File: config.mk
export PLATFORM = sky130hd
export DESIGN_NAME = fft_peak_detector
export DESIGN_NICKNAME = d
export VERILOG_FILES = /design/src/rtl/fft_pkg.sv /design/src/rtl/peak_compare_reg.sv /design/src/rtl/fft_peak_detector.sv
export SDC_FILE = /design/constraint.sdc
export NUM_CORES = 1
export LEC_CHECK = 0
export ABC_AREA = 1
export CAP_MARGIN = 10
export CORE_MARGIN = 1.5
export CORE_UTILIZATION = 45
export DETAILED_ROUTE_END_ITERATION = 10
export PLACE_DENSITY = 0.7
export RECOVER_POWER = 50
export SYNTH_ARGS = -nofsm -noshare
export SYNTH_HDL_FRONTEND = slang
export SYNTH_SLANG_ARGS = --single-unit
File: constraint.sdc
create_clock -name clk -period 3.96 [get_ports clk]
set_input_delay 0.594 -clock clk [delete_from_list [all_inputs] [get_ports clk]]
set_output_delay 0.594 -clock clk [all_outputs]
set_load 0.02 [all_outputs]
File: src/rtl/fft_pkg.sv
// Shared FFT-path definitions: default stream widths and peak-detector state encoding.
package fft_pkg;

  localparam int unsigned MAG_W  = 32;
  localparam int unsigned N_BINS = 64;
  localparam int unsigned IDX_W  = 6;

  typedef enum logic {
    ST_SCAN = 1'b0,
    ST_HOLD = 1'b1
  } pd_state_e;

endpackage

File: src/rtl/peak_compare_reg.sv
// Running-maximum register pair: holds the largest magnitude seen so far and its bin index.
module peak_compare_reg
  import fft_pkg::*;
#(
  parameter int unsigned MAG_W = fft_pkg::MAG_W,
  parameter int unsigned IDX_W = fft_pkg::IDX_W
) (
  input  logic             clk,
  input  logic             rst_n,
  input  logic             clr,
  input  logic             en,
  input  logic [MAG_W-1:0] cand_mag,
  input  logic [IDX_W-1:0] cand_idx,
  output logic [MAG_W-1:0] nxt_max_c,
  output logic [IDX_W-1:0] nxt_idx_c
);

  logic [MAG_W-1:0] max_q, max_d;
  logic [IDX_W-1:0] idx_q, idx_d;

  // Strictly-greater update so ties keep the earlier (lower) index.
  always_comb begin
    nxt_max_c = max_q;
    nxt_idx_c = idx_q;
    if (en && (cand_mag > max_q)) begin
      nxt_max_c = cand_mag;
      nxt_idx_c = cand_idx;
    end
    max_d = clr ? '0 : nxt_max_c;
    idx_d = clr ? '0 : nxt_idx_c;
  end

  always_ff @(posedge clk or negedge rst_n) begin
    if (!rst_n) begin
      max_q <= '0;
      idx_q <= '0;
    end else begin
      max_q <= max_d;
      idx_q <= idx_d;
    end
  end

endmodule

File: src/rtl/fft_peak_detector.sv
// Scans one frame of FFT magnitudes and reports the largest bin on a valid/ready result port.
module fft_peak_detector
  import fft_pkg::*;
#(
  parameter int unsigned     MAG_W   = fft_pkg::MAG_W,
  parameter int unsigned     N_BINS  = fft_pkg::N_BINS,
  parameter int unsigned     IDX_W   = fft_pkg::IDX_W,
  parameter bit              SKIP_DC = 1'b1,
  parameter logic [MAG_W-1:0] THRESH = MAG_W'(32'h0000_0100)
) (
  input  logic             clk,
  input  logic             rst,
  input  logic             mag_valid,
  output logic             mag_ready,
  input  logic [MAG_W-1:0] mag_data,
  input  logic             mag_last,
  output logic             peak_valid,
  input  logic             peak_ready,
  output logic [IDX_W-1:0] peak_bin,
  output logic [MAG_W-1:0] peak_mag,
  output logic             peak_found,
  output logic             frame_err
);

  pd_state_e        state_q, state_d;
  logic [IDX_W-1:0] bin_cnt_q, bin_cnt_d;
  logic             mag_ready_q, mag_ready_d;
  logic             peak_valid_q, peak_valid_d;
  logic [IDX_W-1:0] peak_bin_q, peak_bin_d;
  logic [MAG_W-1:0] peak_mag_q, peak_mag_d;
  logic             peak_found_q, peak_found_d;
  logic             frame_err_q, frame_err_d;

  logic             accept_c;
  logic             last_bin_c;
  logic             frame_end_c;
  logic             cmp_en_c;
  logic [MAG_W-1:0] run_max_nxt_c;
  logic [IDX_W-1:0] run_idx_nxt_c;

  assign accept_c    = mag_valid & mag_ready_q;
  assign last_bin_c  = (bin_cnt_q == IDX_W'(N_BINS - 1));
  assign frame_end_c = accept_c & (mag_last | last_bin_c);
  assign cmp_en_c    = accept_c & ((bin_cnt_q != '0) | (SKIP_DC == 1'b0));

  // Final beat is folded into the comparison and the running max cleared on the same edge.
  peak_compare_reg #(
    .MAG_W (MAG_W),
    .IDX_W (IDX_W)
  ) u_cmp (
    .clk       (clk),
    .rst_n     (rst),
    .clr       (frame_end_c),
    .en        (cmp_en_c),
    .cand_mag  (mag_data),
    .cand_idx  (bin_cnt_q),
    .nxt_max_c (run_max_nxt_c),
    .nxt_idx_c (run_idx_nxt_c)
  );

  always_comb begin
    state_d      = state_q;
    bin_cnt_d    = bin_cnt_q;
    peak_valid_d = peak_valid_q;
    peak_bin_d   = peak_bin_q;
    peak_mag_d   = peak_mag_q;
    peak_found_d = peak_found_q;
    frame_err_d  = frame_err_q;
    unique case (state_q)
      ST_SCAN: begin
        if (accept_c) begin
          bin_cnt_d = bin_cnt_q + IDX_W'(1);
        end
        if (frame_end_c) begin
          bin_cnt_d    = '0;
          peak_mag_d   = run_max_nxt_c;
          peak_bin_d   = run_idx_nxt_c;
          peak_found_d = (run_max_nxt_c >= THRESH);
          frame_err_d  = mag_last ^ last_bin_c;
          peak_valid_d = 1'b1;
          state_d      = ST_HOLD;
        end
      end
      ST_HOLD: begin
        if (peak_valid_q && peak_ready) begin
          peak_valid_d = 1'b0;
          state_d      = ST_SCAN;
        end
      end
    endcase
    // Ready follows the next state only, so peak_ready never reaches mag_ready combinationally.
    mag_ready_d = (state_d == ST_SCAN);
  end

  always_ff @(posedge clk or negedge rst) begin
    if (!rst) begin
      state_q      <= ST_SCAN;
      bin_cnt_q    <= '0;
      mag_ready_q  <= 1'b0;
      peak_valid_q <= 1'b0;
      peak_bin_q   <= '0;
      peak_mag_q   <= '0;
      peak_found_q <= 1'b0;
      frame_err_q  <= 1'b0;
    end else begin
      state_q      <= state_d;
      bin_cnt_q    <= bin_cnt_d;
      mag_ready_q  <= mag_ready_d;
      peak_valid_q <= peak_valid_d;
      peak_bin_q   <= peak_bin_d;
      peak_mag_q   <= peak_mag_d;
      peak_found_q <= peak_found_d;
      frame_err_q  <= frame_err_d;
    end
  end

  assign mag_ready  = mag_ready_q;
  assign peak_valid = peak_valid_q;
  assign peak_bin   = peak_bin_q;
  assign peak_mag   = peak_mag_q;
  assign peak_found = peak_found_q;
  assign frame_err  = frame_err_q;

endmodule

==> run summary, run 1 <==
Final hold analysis gives a worst-case slack of 0.4781 ns. The synthesized netlist net count came out at 619. The logs give 0 for the post-cts repair resize count and 0 for the number of post-CTS setup repair buffers.

The critical path goes through clkdlybuf4s50_1, ha_1, a21oi_1, nand2_1, nand2_1, nand3_1, a21oi_2, nand2_4, nand2_8, nand2_1, nand2_1, nand2_1, nor2_1, nand2_1, nor2_1, a21oi_1. The pre-CTS setup slack was 0.5510 ns; the final cell area excluding filler cells was 5580 um^2. The endpoint of the worst setup timing path is peak_found.

Commonest register cell after synthesis: sky130_fd_sc_hd__dfrtp_1. The clock arrives with 0.01143 ns of skew. In this run, CTS created clock tree buffers numbering 9.

Counting flops with an async set or reset pin after synthesis yields a share of 100.0%. In this run the cell area of the synthesized design comes to 4553 um^2. The final period utilization works out to 76.31%. The post-synthesis adder-cell area fraction was 9.618%; the measured slew at the worst slew-check pin was 1.594 ns. Top achievable clock speed: 330.9 MHz. Switching power share of the total: 42.30%. Adding up every negative setup slack in the final design gives 0 ns.

The type of the worst setup path is input port to flop. Simple-gate share of the synthesized area: 24.95%. The launching element of the worst setup path is mag_data[19].

The layout has 891 filler cells. Critical path's most frequent cell: sky130_fd_sc_hd__nand2_1. Worst slew slack as a fraction of its limit: -6.273%. The top fanout value on the critical path is 52.

The clock tree buffer depth is 2, and the count of flip-flops with a built-in enable after synthesis is 0. Setup violations remaining at the end of the flow were counted as 0. The first routing iteration left 167 violations. In the post-synthesis netlist, the biggest area contributors are sky130_fd_sc_hd__dfrtp_1 (48%), sky130_fd_sc_hd__nand2_1 (12%), sky130_fd_sc_hd__ha_1 (9.6%), sky130_fd_sc_hd__nor2_1 (5.4%), sky130_fd_sc_hd__inv_1 (4.9%).

The initial utilization of the core area, before any placement, comes to 46.58%. After synthesis, the largest family of logic cells by area is simple AND/OR/NAND/NOR gates. The core region is 9774 um^2.

After layout, the worst setup slack is 0.9382 ns. In this run the worst hold path is classified as flop to flop. Setup repair after global routing left no endpoint under its margin. Summed over all layers, the global routing overflow is 0.

The run finished, with violations left. The final layout contains 690 nets. The routed design has 10.01 mm of wire. The most area-hungry cell type in the Yosys netlist is sky130_fd_sc_hd__dfrtp_1.

The most common cell in the synthesized netlist is sky130_fd_sc_hd__nand2_1. The tools report the synthesized netlist cell count as 547. The average wire per cell in the routed design is 13.24 um.

The H-tree was split into 3 levels. For the DRC violations left, the log shows 0. The die is 103.6 um wide.

The largest single stage delay on the critical path is 0.44 ns. The shortest clock period the worst path allows after layout is 3.022 ns. Of the post-synthesis cell area, the part taken by muxes is 0%.

The post-route netlist has 6.421% of its cells at a drive strength greater than 1. The run gives 10,730 um^2 as the floorplan die area. The depth of the worst register-to-register path was 16. The internal cell power was 2.373 mW.

The logic gate share of total power is 49.4%. Data arrives at the worst endpoint at 3.27 ns. Share of the synthesized area in the top cell type: 47.82%. Entering global routing, the biggest net connects 78 pins.

Power spread over the standard cell area amounts to 737.0 nW/um^2. The number of core rows came out at 36. The run gives 15.0% as the share of power burned in the clock network. The post-cts hold buffer count came out at 0. The overall track demand over capacity in global routing is 20.01%, and the CTS sink count is 87. The logs give 65 for the max-slew violation count and 5 for the number of detailed-route iterations in the first pass. At the worst endpoint, the required time is 4.20 ns.

The first global-routing pass estimated 17.30 mm of wire. The reg-to-reg startpoint was u_cmp.max_q[19]. The clock transition at the registers of the reported paths came out at 0.08 ns.

Compared with the post-synthesis result, the final layout area differs by 22.56%. The final reports fail on max-capacitance violations, max-slew violations. The yosys synthesis warning count came out at 0. The cell sitting at the root of the clock tree is a sky130_fd_sc_hd__clkbuf_8. The repair_antennas step left the layout with diodes totalling 0. In this run, flip-flops and latches consume 35.6% of the power. The commonest cells after synthesis are sky130_fd_sc_hd__nand2_1 (148), sky130_fd_sc_hd__dfrtp_1 (87), sky130_fd_sc_hd__nor2_1 (66). 79 I/O pins were placed.

Port buffering added 78 buffers. TritonCTS built the clock tree. The tools report the area of the multi-input gates as 2016 um^2.

Capture point of the worst reg-to-reg path: peak_found. The total of max-cap violations was 1. After synthesis, the mean cell area works out to 8.324 um^2.

Detailed placement ended at an HPWL of 7.012 mm. STA classifies the critical path startpoint as an input port. Worst supply voltage drop on vdd: 0.3120 mV. The final route contains 3,707 vias. For the post-placement cell area, the log shows 5393 um^2. The flip-flop and latch count after synthesis is 87, and the final weighted congestion in routability-driven placement is 0.8451. The run gives 47.82% as the fraction of the yosys area taken by sequential cells. The logs give 0 for the number of antenna violations at the first check in global routing and 33 for the number of distinct standard cells referenced by the synthesized netlist.

The compound-cell area share of the yosys netlist works out to 9.646%. The logs give 3,660 for the number of global-route vias before repair and 2177 um^2 for the sequential cell area. Of the total synthesized cell area, the portion taken by XOR and XNOR cells is 0%. The detail route stage leaves a number of antenna-violating nets equal to 0.

Count of final hold-check violations: 0. The clock latency on the worst-skew pair is 0.36 ns, and the routed via count divided by cell count is 4.903. For the register-to-register path setup slack, the log shows 1.25 ns.

The analysis attributes to net switching a power of 1.740 mW. In this run the vertical extent of the chip is 103.6 um. The tools report the leakage power of the design as 2.782 nW. The worst-path cell with the longest stage delay is sky130_fd_sc_hd__clkdlybuf4s50_1. The kind of end point of the critical path is a flop.
==> registers in the layout, summed over array words and instances (netlist names) <==
signal and flops:
mag_ready 1, peak_bin 6, frame_err 1, u_cmp.idx_q 6, peak_valid 1, peak_found 1, u_cmp.max_q 32, peak_mag 32
state_q 1, bin_cnt_q 6
==> critical path: cells and delay by family <==
kind                     cells  cell delay [ns]
buffers and inverters        1             0.44
adder cells (fa/ha/maj)      1             0.32
AND/OR/NAND/NOR             11             1.47
AO/OA/AOI/OAI                3             0.42
==> final cells by class <==
cell class	instances	area share [%]
sequential	87	39.01
multi-input combinational	377	36.12
timing repair buffer	81	14.24
inverter	62	4.170
tap	133	2.982
clock buffer	9	2.220
clock inverter	7	1.256
==> worst min-delay path by stage <==
stage / start / to / cells past startpoint
6_report: peak_mag[19] / peak_mag[19] / 2
5_1_grt: peak_mag[15] / peak_mag[15] / 2
4_1_cts: rst / u_cmp.max_q[27] / 1
3_5_place_dp: frame_err / frame_err / 2
3_3_place_gp: frame_err / frame_err / 2
2_1_floorplan: rst / bin_cnt_q[0] / 0
==> power by group through the flow <==
stage,clock [mW],combinational (mW),sequential [mW]
final,0.618,2.03,1.46
after global placement,0,2.02,1.48
after detailed placement,0,2.07,1.48
after floorplan,0,1.15,1.70
after global routing,0.670,2.30,1.52
after CTS,0.636,2.09,1.47
==> cell families after synthesis <==
group                    after synthesis
AO/OA/AOI/OAI                         81
buffers and inverters                 83
AND/OR/NAND/NOR                      261
flip-flops                            87
adder cells (fa/ha/maj)               35
==> routing by layer <==
metal	wire [um]	global-route usage (%)	part of all wire, %	vias to the layer above
met5	0	0	0	-
met4	165	7.540	1.6	0
met3	511	4.028	5.1	14
met2	4670	32.10	47	84
met1	4658	26.90	47	1730
li1	-	-	-	1879
==> placed cells by master, fill, tap and decap left out <==
cell type	synthesis	final
sky130_fd_sc_hd__clkinvlp_4	0	1
sky130_fd_sc_hd__o21ai_1	26	26
sky130_fd_sc_hd__nor2_4	2	2
sky130_fd_sc_hd__clkbuf_8	0	9
sky130_fd_sc_hd__ha_1	35	35
sky130_fd_sc_hd__o21a_1	2	2
sky130_fd_sc_hd__nand3b_1	15	15
sky130_fd_sc_hd__o211ai_1	1	1
sky130_fd_sc_hd__clkbuf_1	9	1
sky130_fd_sc_hd__nand3_2	1	1
sky130_fd_sc_hd__inv_6	0	2
sky130_fd_sc_hd__nand2_1	148	148
sky130_fd_sc_hd__a21oi_2	1	1
sky130_fd_sc_hd__a21oi_4	1	1
sky130_fd_sc_hd__clkdlybuf4s50_1	0	58
sky130_fd_sc_hd__clkbuf_2	0	1
sky130_fd_sc_hd__a22oi_1	1	1
sky130_fd_sc_hd__inv_1	59	58
sky130_fd_sc_hd__nand4_2	1	1
sky130_fd_sc_hd__a21oi_1	23	23
sky130_fd_sc_hd__a211oi_1	2	2
sky130_fd_sc_hd__nand4_1	2	2
sky130_fd_sc_hd__dfrtp_1	87	87
sky130_fd_sc_hd__nor3_1	3	3
sky130_fd_sc_hd__buf_4	2	2
sky130_fd_sc_hd__nor2_2	4	5
sky130_fd_sc_hd__a21o_1	1	1
sky130_fd_sc_hd__inv_2	3	4
sky130_fd_sc_hd__o22ai_1	1	1
sky130_fd_sc_hd__nand2_8	1	1
sky130_fd_sc_hd__nand3_1	12	12
sky130_fd_sc_hd__or3_1	1	1
sky130_fd_sc_hd__clkinv_2	0	3
sky130_fd_sc_hd__o21ai_0	22	22
sky130_fd_sc_hd__bufinv_16	0	1
sky130_fd_sc_hd__dlygate4sd3_1	0	19
sky130_fd_sc_hd__nand2_2	4	4
sky130_fd_sc_hd__nor2_1	66	65
sky130_fd_sc_hd__nand2_4	1	1
==> metrics by stage <==
step	util, %	power [mW]	cells
2_1_floorplan	-	2.849	547
3_3_place_gp	55.17	3.497	740
3_5_place_dp	55.17	3.554	740
4_1_cts	57.16	4.191	756
5_1_grt	57.09	4.490	756
6_report	57.09	4.113	756
Power figures use the tool's default switching activity.
==> run 2: changes to the inputs <==
- clock period: 3.96 -> 3.1 ns (I/O delays scaled with it)
==> run summary, run 2 (same netlist as run 1, synthesis figures left out) <==
The residual antenna-violating net count after detailed routing was 0. The signal on the critical path passes through clkdlybuf4s50_1, ha_1, a21oi_1, nand2_1, a21oi_1, nand2_1, nand2_2, nand2_4, nand2_8, nand2_1, nand2_1, nand2_1, nor2_1, nand2_1, nor2_1, a21oi_1. The top achievable clock speed was 361.8 MHz; the maximum number of pins on one net before global-route repair was 88. The post-cts hold buffer count is 0.

The logs give 3,792 for the number of vias in the routed layout and 0.4806 ns for the worst hold slack after final layout. The maximum level of the CTS H-tree came out at 3. The setup check on the worst reg-to-reg path leaves a slack of 0.54 ns. Once placement completed, the tool counted placed cells totaling 748. The largest single stage delay on the critical path is 0.47 ns.

The CTS sink count was 87. The floorplan step defined a die boundary enclosing 10,730 um^2. The first global-routing pass estimated 17.05 mm of wire. Clock-pin slew was measured on the worst setup and hold paths at 0.09 ns. At the end of the flow, the number of nets in the layout was 698. In the final routed layout, each cell accounts on average for 13.23 um. The layout has 890 filler cells.

79 I/O pins were placed. TritonCTS built the clock tree. Using the TritonRoute via totals, the vias-per-cell ratio works out to 4.963. Number of buffers created by CTS: 9.

The depth of the worst register-to-register path was 16. The worst setup path is captured at a flop. Number of core rows: 36.

The checks that failed: max-capacitance violations, max-slew violations. Post-CTS repair changed the size of 0 cells. 0 antenna diodes ended up in the layout.

The detailed router finished its first iteration with 195 violations. The routed design could run at a clock period as short as 2.764 ns. In the layout the commonest cells are sky130_fd_sc_hd__nand2_1 (148), sky130_fd_sc_hd__dfrtp_1 (87), sky130_fd_sc_hd__nor2_1 (65). The clock root buffer was sky130_fd_sc_hd__clkbuf_8. The analysis attributes to cell leakage a power of 2.823 nW. The flow ran to the end, but the final reports show violations. The worst-case IR drop observed on VDD is 0.3939 mV.

The critical path is of the input port to flop type. For this run, the total global-route usage over all layers was measured as 19.60%. By instance count, the cell type seen most on the critical path is sky130_fd_sc_hd__nand2_1. Of all nets on the critical path, the largest fanout is 37. The total of max-cap violations is 1, and the number of detailed-route iterations in the first pass is 4. Number of post-CTS setup repair buffers: 0. The final core area utilization was 57.80%; the final worst clock skew was 0.009477 ns.

The floorplan step set the die height to 103.6 um. The die boundary width was 103.6 um; the number of global-route vias before repair was 3,618. The final weighted congestion in routability-driven placement was 0.8521; the area growth from synthesis to final layout was 24.07%.

For the clock tree buffer depth, the log shows 2. DRC violations left: 0. The capture point of the worst reg-to-reg path was peak_found.

For this design the ratio of total power to cell area is 937.6 nW/um^2. STA puts the critical path data arrival time at 3.00 ns. The path with the worst hold slack has its endpoint at peak_mag[14]. The run gives 7.329 mm as the HPWL reported at the end of detailed placement. The library cell used most frequently in the layout, excluding fill and tap cells, is sky130_fd_sc_hd__nand2_1.

The logs give 0 for the total congestion overflow after global routing and 3.34 ns for the critical path required time. Setup repair after global routing left no endpoint under its margin. The run gives 88 as the max-slew violation count.

The measured slew at the worst slew-check pin was 2.120 ns; the wire length after detailed routing was 10.11 mm. The core region is 9774 um^2. Fraction of final layout cells with drive strength greater than 1: 7.765%. The worst setup path is launched from an input port.

At the later pin of the worst-skew pair, clock insertion delay measures 0.35 ns. The startpoint identified for the worst hold timing path is peak_mag[14]. The min-delay analysis places its worst path in the category flop to flop. Summing internal, switching and leakage power gives 5.296 mW.

The startpoint identified for the worst register-to-register timing path is u_cmp.max_q[19]. For the filler-free cell count of the finished design, the log shows 764. The initial utilization of the core area, before any placement, comes to 46.58%. The logs give -41.32% for the worst slew slack as a fraction of its limit and 0 for the number of antenna violations at the first check in global routing.

The hold path depth is 2, and the final number of setup-violating endpoints is 0. The final period utilization was 89.17%. During placement, the flow inserted port buffers numbering 78. Among all stages on the critical path, the largest delay is contributed by sky130_fd_sc_hd__clkdlybuf4s50_1.

The tools report the count of final hold-check violations as 0.
## run 2: how the worst max path moves through the flow
| stage | to | slack (ns) | start | depth (start not counted) |
|---|---|---|---|---|
| 3_3_place_gp | peak_found | 0.07 | mag_data[17] | 18 |
| 2_1_floorplan | peak_found | 0.98 | mag_data[19] | 18 |
| 3_5_place_dp | peak_found | -0.02 | mag_data[17] | 18 |
| 4_1_cts | peak_found | 0.36 | mag_data[17] | 18 |
| 5_1_grt | peak_found | 0.14 | mag_data[19] | 16 |
| 6_report | peak_found | 0.34 | mag_data[11] | 16 |
## run 2: layout make-up
class	instances	area [um^2]	share of cell area, %
Clock buffer	9	123.9	2.193
Clock inverter	7	62.56	1.107
Inverter	62	232.7	4.120
Multi-Input combinational cell	377	2016	35.68
Sequential cell	87	2177	38.54
Tap cell	133	166.4	2.946
Timing Repair Buffer	89	870.8	15.42
## run 2: per-stage QoR
stage	worst slack [ns]	TNS (ns)	cell area, um^2
finish	0.3358	0	5649
global route	0.1404	0	5649
CTS	0.3555	0	5652
detailed placement	-0.01767	-0.01767	5465
global placement	0.06594	0	5465
floorplan	0.9825	0	4553
## run 2: critical path: cells and delay by family
kind	cells	cell delay (ns)
adder cells (fa/ha/maj)	1	0.36
AND/OR/NAND/NOR	11	1.32
buffers and inverters	1	0.47
AO/OA/AOI/OAI	3	0.36
## run 2: routing by layer
layer  vias to the layer above  track usage (%)  wire (um)
met3                        14            3.272        392
met2                        81            31.10       4686
li1                       1894                -          -
met4                         0            7.341        155
met1                      1803            27.10       4875
met5                         -                0          0
## run 2: power by group
part / switching [mW] / internal, mW / total, mW
Clock: 0.454 / 0.308 / 0.762
Combinational: 1.60 / 1.06 / 2.66
Sequential: 0.238 / 1.64 / 1.88
Total: 2.29 / 3.01 / 5.30
